[src/rtl/gat_host_if_ctrl.sv]
// gat_host_if_ctrl: host write decode, run sequencing,
// run timing, status words and feature readback for gat_top.
module gat_host_if_ctrl #(
  parameter int TOP_WIDTH     = 32,
  parameter int NUM_CH        = 3,
  parameter int CH_SEL_W      = 2,
  parameter int CH_DATA_WIDTH = 20,
  parameter int CH_ADDR_W     = 18,
  parameter int FEAT_ADDR_W   = 16,
  parameter int FEAT_WIDTH    = 32,
  parameter int RD_LATENCY    = 2
) (
  input  logic                     clk,
  input  logic                     rst,
  input  logic                     wr_en,
  input  logic [CH_SEL_W-1:0]      wr_ch_sel,
  input  logic [CH_ADDR_W+1:0]     wr_addr,
  input  logic [TOP_WIDTH-1:0]     wr_din,
  output logic [NUM_CH-1:0]        ch_wr_en,
  output logic [CH_ADDR_W-1:0]     ch_wr_addr,
  output logic [CH_DATA_WIDTH-1:0] ch_wr_din,
  input  logic [NUM_CH-1:0]        load_done,
  input  logic                     gat_layer,
  input  logic                     gat_start,
  output logic                     gat_ready,
  output logic                     core_start,
  output logic                     core_layer,
  input  logic                     core_done,
  input  logic                     feat_rd_en,
  input  logic [FEAT_ADDR_W+1:0]   feat_rd_addr,
  output logic [FEAT_ADDR_W-1:0]   core_feat_addr,
  input  logic [FEAT_WIDTH-1:0]    core_feat_dout,
  output logic                     feat_rd_valid,
  output logic [FEAT_WIDTH-1:0]    feat_rd_data,
  output logic [TOP_WIDTH-1:0]     gat_debug_1,
  output logic [TOP_WIDTH-1:0]     gat_debug_2,
  output logic [TOP_WIDTH-1:0]     gat_debug_3
);

  typedef enum logic [1:0] {
    S_LOAD  = 2'd0,
    S_ARMED = 2'd1,
    S_RUN   = 2'd2,
    S_DONE  = 2'd3
  } state_t;

  state_t                state, nxt;
  logic                  all_loaded;
  logic                  start_acc;
  logic                  to_load;
  logic                  in_load;
  logic                  sel_ok;
  logic                  align_ok;
  logic                  wr_acc;
  logic [4:0]            err, err_set;
  logic [TOP_WIDTH-1:0]  wr_cnt;
  logic [TOP_WIDTH-1:0]  run_cnt;
  logic [RD_LATENCY-1:0] rd_pipe;
  logic                  unused_bits;

  assign unused_bits = ^{wr_din[TOP_WIDTH-1:CH_DATA_WIDTH],
                         feat_rd_addr[1:0]};

  assign all_loaded = &load_done;

  always_comb begin
    nxt       = state;
    start_acc = 1'b0;
    unique case (state)
      S_LOAD:  if (all_loaded) nxt = S_ARMED;
      S_ARMED,
      S_DONE: begin
        // A falling load_done wins over a same-cycle start.
        if (!all_loaded) begin
          nxt = S_LOAD;
        end else if (gat_start) begin
          nxt       = S_RUN;
          start_acc = 1'b1;
        end
      end
      S_RUN:   if (core_done) nxt = S_DONE;
      default: nxt = S_LOAD;
    endcase
  end

  assign to_load  = (state == S_ARMED || state == S_DONE) &&
                    (nxt == S_LOAD);
  assign in_load  = (state == S_LOAD);
  assign sel_ok   = 32'(wr_ch_sel) < NUM_CH;
  assign align_ok = (wr_addr[1:0] == 2'b00);
  assign wr_acc   = wr_en && in_load && sel_ok && align_ok;

  // {done, start, align, sel, state}
  assign err_set = {
    core_done && (state != S_RUN),
    gat_start && !start_acc,
    wr_en && !align_ok,
    wr_en && !sel_ok,
    wr_en && !in_load
  };

  always_ff @(posedge clk) begin
    if (rst) begin
      state      <= S_LOAD;
      gat_ready  <= 1'b0;
      core_start <= 1'b0;
      core_layer <= 1'b0;
      err        <= '0;
    end else begin
      state      <= nxt;
      gat_ready  <= (nxt == S_ARMED) || (nxt == S_DONE);
      core_start <= start_acc;
      if (start_acc) core_layer <= gat_layer;
      err <= start_acc ? err_set : (err | err_set);
    end
  end

  always_ff @(posedge clk) begin
    if (rst) begin
      ch_wr_en   <= '0;
      ch_wr_addr <= '0;
      ch_wr_din  <= '0;
      wr_cnt     <= '0;
    end else begin
      ch_wr_en <= wr_acc ? (NUM_CH'(1) << wr_ch_sel) : '0;
      if (wr_acc) begin
        ch_wr_addr <= wr_addr[CH_ADDR_W+1:2];
        ch_wr_din  <= wr_din[CH_DATA_WIDTH-1:0];
      end
      if (to_load) wr_cnt <= '0;
      else if (wr_acc && wr_cnt != '1) wr_cnt <= wr_cnt + 1'b1;
    end
  end

  // run_cnt is 0 in the start cycle, so done reports run_cnt+1.
  always_ff @(posedge clk) begin
    if (rst) begin
      run_cnt     <= '0;
      gat_debug_1 <= '0;
    end else begin
      if (start_acc) run_cnt <= '0;
      else if (state == S_RUN && run_cnt != '1)
        run_cnt <= run_cnt + 1'b1;
      if (state == S_RUN && core_done)
        gat_debug_1 <= (run_cnt == '1) ? run_cnt : run_cnt + 1'b1;
    end
  end

  always_ff @(posedge clk) begin
    if (rst) begin
      rd_pipe <= '0;
    end else begin
      rd_pipe[0] <= feat_rd_en;
      for (int i = 1; i < RD_LATENCY; i++)
        rd_pipe[i] <= rd_pipe[i-1];
    end
  end

  assign core_feat_addr = feat_rd_addr[FEAT_ADDR_W+1:2];
  assign feat_rd_valid  = rd_pipe[RD_LATENCY-1];
  assign feat_rd_data   = feat_rd_valid ? core_feat_dout : '0;

  assign gat_debug_2 = wr_cnt;
  assign gat_debug_3 = TOP_WIDTH'({load_done, core_layer, err, state});

endmodule

[config.mk]
export PLATFORM = sky130hd
export DESIGN_NAME = gat_host_if_ctrl
export DESIGN_NICKNAME = d
export VERILOG_FILES = /design/src/rtl/gat_host_if_ctrl.sv
export SDC_FILE = /design/constraint.sdc
export NUM_CORES = 1
export LEC_CHECK = 0
export BUFFER_PORTS_ARGS = -buffer_cell sky130_fd_sc_hd__buf_2
export CAP_MARGIN = 20
export CORE_ASPECT_RATIO = 1.2
export CORE_UTILIZATION = 48
export CTS_CLUSTER_DIAMETER = 100
export DETAILED_ROUTE_END_ITERATION = 8
export PLACE_DENSITY = 0.88
export SLEW_MARGIN = 20
export SYNTH_ARGS = -nofsm -noshare
export SYNTH_HDL_FRONTEND = slang
export SYNTH_SLANG_ARGS = --single-unit
[constraint.sdc]
create_clock -name clk -period 3.35 [get_ports clk]
set_clock_uncertainty 0.15 [all_clocks]
set_input_delay 0.67 -clock clk [delete_from_list [all_inputs] [get_ports clk]]
set_output_delay 0.67 -clock clk [all_outputs]
set_load 0.01 [all_outputs]
# Yosys cells after proc, flatten, opt, wreduce, memory -nomap -nowiden
# Index checks and enable logic that the tools add are counted.
dict set report classes {
  eq_ne 9
  reduce_logical 26
  bitwise_logic 2
  addsub 2
  muxes 11
  n_shift 1
  magnitude_cmp 1
}
# op n
set op_table {}
lappend op_table {{32-bit by 1-bit adder with 32-bit output (second input constant)} 2}
lappend op_table {{32-bit two-way mux} 2}
lappend op_table {{32-bit inequality test (second input constant)} 2}
lappend op_table {{32-bit == test (second input constant)} 1}
lappend op_table {{1-bit logical AND} 12}
lappend op_table {{2-bit two-way mux} 4}
lappend op_table {{2-bit OR reduction} 4}
lappend op_table {{2-bit == test (second input constant)} 3}
lappend op_table {{2-bit zero test} 3}
lappend op_table {{2-bit one-hot mux with 3 select lines} 1}
lappend op_table {{5-bit two-way mux} 1}
lappend op_table {{5-bit bitwise OR} 1}
lappend op_table {{2-bit by 1-bit == test with 1-bit output (second input constant)} 2}
lappend op_table {{1-bit zero test} 4}
lappend op_table {{1-bit two-way mux} 3}
lappend op_table {{3-bit AND reduction} 1}
lappend op_table {{1-bit by 2-bit << shifter with 3-bit output (first input constant)} 1}
lappend op_table {{1-bit logical OR} 2}
lappend op_table {{2-bit less-than comparator (second input constant)} 1}
lappend op_table {{2-bit inequality test (second input constant)} 1}
lappend op_table {{1-bit inverter} 1}
dict set report totals {
  regBits 149
  output_inout_bits 189
}

# Longest topological paths before layout
dict set report depth {
  depth_word 7
  mapped_depth 8
}

# Least setup slack after synthesis
# OpenSTA, ideal clock, no wires.
dict set report synth_timing {
  path_kind {register to register}
  from {reg run_cnt[0]}
  to {reg run_cnt[30]}
  setup_slack_ps 805
  period_less_slack_ps 2545
  arrival_time_ps 2325
  path_stages_with_launch 8
  cell_sequence {dfxtp_1 ha_1 nand3_2 or4_1 buf_2 or4_4 or3_1 a21oi_1}
}
dict set report synth_between {
  elab_chain_len 2
  elab_cells_between_ends 3
  classes_between {1 x add/sub; 1 x eq/ne; 1 x reduce/logical}
}
# element line
set synth_lines {}
lappend synth_lines {{start, declared} 57} ;# logic [TOP_WIDTH-1:0] run_cnt;
lappend synth_lines {{start signal, assigned} 143} ;# run_cnt <= run_cnt + 1'b1;
lappend synth_lines {{branches (longest 2 deep; another with 32-bit by 1-bit adder with 32-bit output)} --}
# Parallel ways; which one is timed is not known.
# A chain may end at the register's enable or synchronous reset.

# Worst setup path after layout
dict set report layout_timing {
  from {reg run_cnt[0]}
  to {reg gat_debug_1[27]}
}
dict set report layout_between {
  elab_chain_len 2
  elab_cells_between_ends 3
  classes_between {1 x add/sub; 1 x eq/ne; 1 x mux}
}
# element line
set layout_lines {}
lappend layout_lines {{32-bit by 1-bit adder with 32-bit output or 32-bit == test (tied branches)} 145} ;# gat_debug_1 <= (run_cnt == '1) ? run_cnt : run_cnt + 1'b1;
lappend layout_lines {{32-bit two-way mux *} 145}
lappend layout_lines {{end signal, assigned} 145}
lappend layout_lines {{end, declared} 35} ;# output logic [TOP_WIDTH-1:0] gat_debug_1,
# Mark *: on every way between the ends. The rest lies on a longest branch, timed or not.

==> metrics.txt <==
# TYPE chip_impl_metric gauge
chip_impl_metric{name="multi_input_area",unit="mm²"} 0.00352
chip_impl_metric{name="layout.filler_cells",unit=""} 1247
chip_impl_info{name="violations",value="design-rule violations"} 1
chip_impl_info{name="crit_start",value="run_cnt[0]$_SDFFE_PP0P_"} 1
chip_impl_metric{name="timing.setup.tns",unit="ps"} 0
chip_impl_metric{name="route.detailed.wl_per_inst",unit="µm"} 16.3
chip_impl_metric{name="critical_path_arrival",unit="ps"} 3080
chip_impl_metric{name="die_h",unit="µm"} 134
chip_impl_metric{name="drt_pass1_iterations",unit=""} 7
chip_impl_info{name="commonest_cells_after_routing_fill_and_taps_aside",value="buf_2 (235), dfxtp_1 (148), nand2_1 (126)"} 1
chip_impl_metric{name="area_delta_synth_final",unit="%"} 24.3
chip_impl_metric{name="final_layout_size_suffix_gt1_share",unit="%"} 26.8
chip_impl_info{name="setup_cp_type",value="flip-flop to flip-flop"} 1
chip_impl_metric{name="fraction_of_power_consumed_by_the_clock_network",unit="%"} 49.5
chip_impl_metric{name="antenna_violating_nets_post_route",unit=""} 0
chip_impl_metric{name="portBuffers",unit=""} 235
chip_impl_info{name="startpoint_of_the_most_critical_hold_path",value="rd_pipe[0]$_SDFF_PP0_"} 1
chip_impl_info{name="clk_root_buffer_cell",value="clkbuf_16"} 1
chip_impl_info{name="status",value="finished, violations left"} 1
chip_impl_metric{name="postSynth.asyncResetShare",unit="%"} 0
chip_impl_metric{name="postSynthCellCount",unit=""} 865
chip_impl_metric{name="clk-insertion-delay-late",unit="ps"} 420
chip_impl_metric{name="ys_seq_area_share",unit="%"} 42.7
chip_impl_metric{name="detail_route.iter0.violations",unit=""} 449
chip_impl_metric{name="antenna_cells",unit=""} 0
chip_impl_metric{name="cts_resized",unit=""} 0
chip_impl_metric{name="synthesis.area_per_instance",unit="µm²"} 8.02
chip_impl_metric{name="worstHoldPathCells",unit=""} 1
chip_impl_metric{name="number_of_hold_violations_in_the_final_report",unit=""} 0
chip_impl_metric{name="seq_area",unit="mm²"} 0.00296
chip_impl_metric{name="post_synth_num_cell_types",unit=""} 49
chip_impl_metric{name="achievable-frequency",unit="GHz"} 0.346
chip_impl_info{name="crit_path_end_kind",value="flip-flop"} 1
chip_impl_metric{name="synth-seq-cells",unit=""} 148
chip_impl_metric{name="leftover_overflow_at_the_end_of_global_routing",unit=""} 0
chip_impl_metric{name="synth.cell_area",unit="mm²"} 0.00693
chip_impl_metric{name="grt_max_degree",unit=""} 49
chip_impl_metric{name="dp_hpwl",unit="µm"} 14700
chip_impl_metric{name="fp-row-count",unit=""} 47
chip_impl_metric{name="number_of_i_o_pins",unit=""} 303
chip_impl_metric{name="pre_cts_ws",unit="ps"} 520
chip_impl_metric{name="total_leakage_power",unit="nW"} 3.59
chip_impl_metric{name="yosysWarningCount",unit=""} 0
chip_impl_metric{name="drc_errors",unit=""} 24
chip_impl_metric{name="internal_power",unit="mW"} 3.08
chip_impl_metric{name="min_period",unit="ps"} 2890
chip_impl_metric{name="postLayoutSetupSlackWorst",unit="ps"} 464
chip_impl_metric{name="final_nets",unit=""} 1178
chip_impl_metric{name="first_global_vias",unit=""} 6303
chip_impl_metric{name="start_util",unit="%"} 49.8
chip_impl_info{name="hp-class",value="flip-flop to flip-flop"} 1
chip_impl_info{name="worstSetupStartpointType",value="flip-flop"} 1
chip_impl_metric{name="combinationalPowerShare",unit="%"} 5.6
chip_impl_metric{name="total_routing_resource_utilization_after_global_routing",unit="%"} 26.4
chip_impl_metric{name="routed-via-count",unit=""} 6991
chip_impl_metric{name="gpl.final_weighted_congestion",unit=""} 0.883
chip_impl_metric{name="p_per_area",unit="mW/mm²"} 467
chip_impl_metric{name="h_tree_depth",unit=""} 4
chip_impl_metric{name="post_drt_via_cell_ratio",unit=""} 5.61
chip_impl_metric{name="vdd.ir_drop.worst",unit="µV"} 257
chip_impl_metric{name="seq_power_share",unit="%"} 44.8
chip_impl_metric{name="worst_setup_hold_path_clk_slew",unit="ps"} 60
chip_impl_metric{name="critPathRequiredTime",unit="ps"} 3540
chip_impl_metric{name="slew_headroom",unit="%"} 28.1
chip_impl_metric{name="critical_path_peak_fanout",unit=""} 29
chip_impl_metric{name="worst_margin_pin_slew",unit="ps"} 1080
chip_impl_metric{name="core-area",unit="mm²"} 0.0139
chip_impl_metric{name="design.die.area",unit="mm²"} 0.0149
chip_impl_metric{name="setup_viol",unit=""} 0
chip_impl_metric{name="post-cts-setup-buffer-count",unit=""} 0
chip_impl_metric{name="synth_edf_count",unit=""} 0
chip_impl_info{name="final_common_cell",value="buf_2"} 1
chip_impl_metric{name="cts-buffers-inserted",unit=""} 17
chip_impl_metric{name="postCtsHoldBufs",unit=""} 0
chip_impl_metric{name="netSwitchingPower",unit="mW"} 0.943
chip_impl_metric{name="wire_length_of_the_first_global_routing_pass",unit="µm"} 31300
chip_impl_metric{name="cell_count_of_the_worst_reg_to_reg_path",unit=""} 6
chip_impl_metric{name="power.share.switching",unit="%"} 23.4
chip_impl_metric{name="detailed_place.area",unit="mm²"} 0.00801
chip_impl_metric{name="antenna_violations_before_repair",unit=""} 0
chip_impl_metric{name="slew_violations",unit=""} 0
chip_impl_info{name="top_ff_cell_synth",value="dfxtp_1"} 1
chip_impl_metric{name="number_of_maximum_capacitance_constraint_violations",unit=""} 0
chip_impl_metric{name="finalCritPeriodShare",unit="%"} 86.2
chip_impl_info{name="cts_tree",value="done"} 1
chip_impl_metric{name="tritoncts_num_sinks",unit=""} 148
chip_impl_metric{name="clockBufferDepth",unit=""} 2
chip_impl_info{name="timing.rr.start",value="run_cnt[0]$_SDFFE_PP0P_"} 1
chip_impl_info{name="setup_repair_after_global_routing_missed_its_margin",value="no"} 1
chip_impl_metric{name="final_area",unit="mm²"} 0.00862
chip_impl_metric{name="totalWireLength",unit="µm"} 20300
chip_impl_metric{name="fp.dieW",unit="µm"} 112
[power by group through the flow]
| stage | Sequential, mW | Clock, mW | Combinational, mW |
|---|---|---|---|
| 2_1_floorplan | 1.85 | 0 | 0.143 |
| 3_3_place_gp | 1.84 | 0 | 0.221 |
| 3_5_place_dp | 1.84 | 0 | 0.225 |
| 4_1_cts | 1.80 | 2.02 | 0.227 |
| 5_1_grt | 1.81 | 2.10 | 0.246 |
| 6_report | 1.80 | 1.99 | 0.227 |
[worst max-delay path: stages, from the launching register on]
cell     delay (ps)
dfxtp_1         430
ha_1            290
nand3_2         150
nor2_1          580
nand4_1         300
and2_1          610
a21oi_1         300
[flip-flops by register name, summed over array words and instances, names as in the netlist]
register	count
ch_wr_addr	18
ch_wr_din	20
ch_wr_en	3
core_layer	1
core_start	1
err	5
gat_debug_1	32
gat_debug_2	32
rd_pipe	2
run_cnt	32
state	2
[cell type report]
| type | count | area share [%] |
|---|---|---|
| clock buffers | 19 | 5.14 |
| clock inverters | 13 | 1.97 |
| inverters | 9 | 0.392 |
| multi-input cells | 639 | 40.8 |
| flip-flops and latches | 148 | 34.4 |
| well taps | 171 | 2.48 |
| repair buffers | 247 | 14.8 |
[stage by stage]
step	total power, mW	instances	util [%]	hold slack [ps]
4_1_cts	4.05	1246	61.9	291
5_1_grt	4.15	1246	61.9	313
3_3_place_gp	2.06	1214	57.5	270
3_5_place_dp	2.07	1214	57.5	270
2_1_floorplan	1.99	885	-	264
6_report	4.02	1246	61.9	290
[synth_stat cells, types with 2 or more instances]
library cell / count / share of area, %
nor4_1: 7 / 0.63
o311ai_0: 2 / 0.25
buf_1: 2 / 0.11
a31oi_1: 4 / 0.36
mux2i_1: 4 / 0.58
a41oi_1: 2 / 0.25
o21ai_0: 67 / 4.8
nor4b_1: 2 / 0.25
o31ai_1: 14 / 1.5
o41ai_1: 2 / 0.25
clkbuf_1: 43 / 2.3
nor2_1: 23 / 1.2
or3_1: 38 / 3.4
nand2b_1: 2 / 0.18
dfxtp_1: 148 / 43
or2_2: 5 / 0.45
ha_1: 2 / 0.36
and4_1: 7 / 0.88
nand4b_1: 2 / 0.25
and2_1: 41 / 3.7
nor2b_1: 3 / 0.27
nor3_1: 7 / 0.51
buf_4: 42 / 4.5
o211ai_1: 4 / 0.43
nand4_1: 21 / 1.9
a21oi_1: 124 / 8.9
or4_1: 19 / 2.1
a21o_1: 2 / 0.22
and3_1: 10 / 0.90
xnor2_1: 13 / 1.6
inv_1: 9 / 0.49
nand3_1: 33 / 2.4
nand2_1: 126 / 6.8
xor2_1: 20 / 2.5
[worst paths after layout]
| kind | slack [ps] | end |
|---|---|---|
| max reg2reg | 460 | gat_debug_1[27]$_SDFFE_PP0P_ |
| max | 460 | gat_debug_1[27]$_SDFFE_PP0P_ |
| min | 290 | rd_pipe[1]$_SDFF_PP0_ |
| min reg2reg | 290 | rd_pipe[1]$_SDFF_PP0_ |
[layer usage]
metal | vias up | track usage (%) | share of wire, %
met5 | - | 0 | 0
met4 | 0 | 13.1 | 3.3
met3 | 46 | 6.78 | 7.5
met2 | 292 | 47.5 | 52
met1 | 3247 | 28.6 | 37
li1 | 3406 | - | -
[cells by family after synthesis]
family	count (synthesis)	synth area share, %
AND/OR/NAND/NOR	351	26.6
XOR/XNOR	33	4.17
AO/OA/AOI/OAI	228	17.9
buffers and inverters	98	7.61
adder cells (fa/ha/maj)	2	0.361
other	1	0.0541
flip-flops	148	42.7
multiplexers	4	0.577
(Power assumes the default switching activity.)
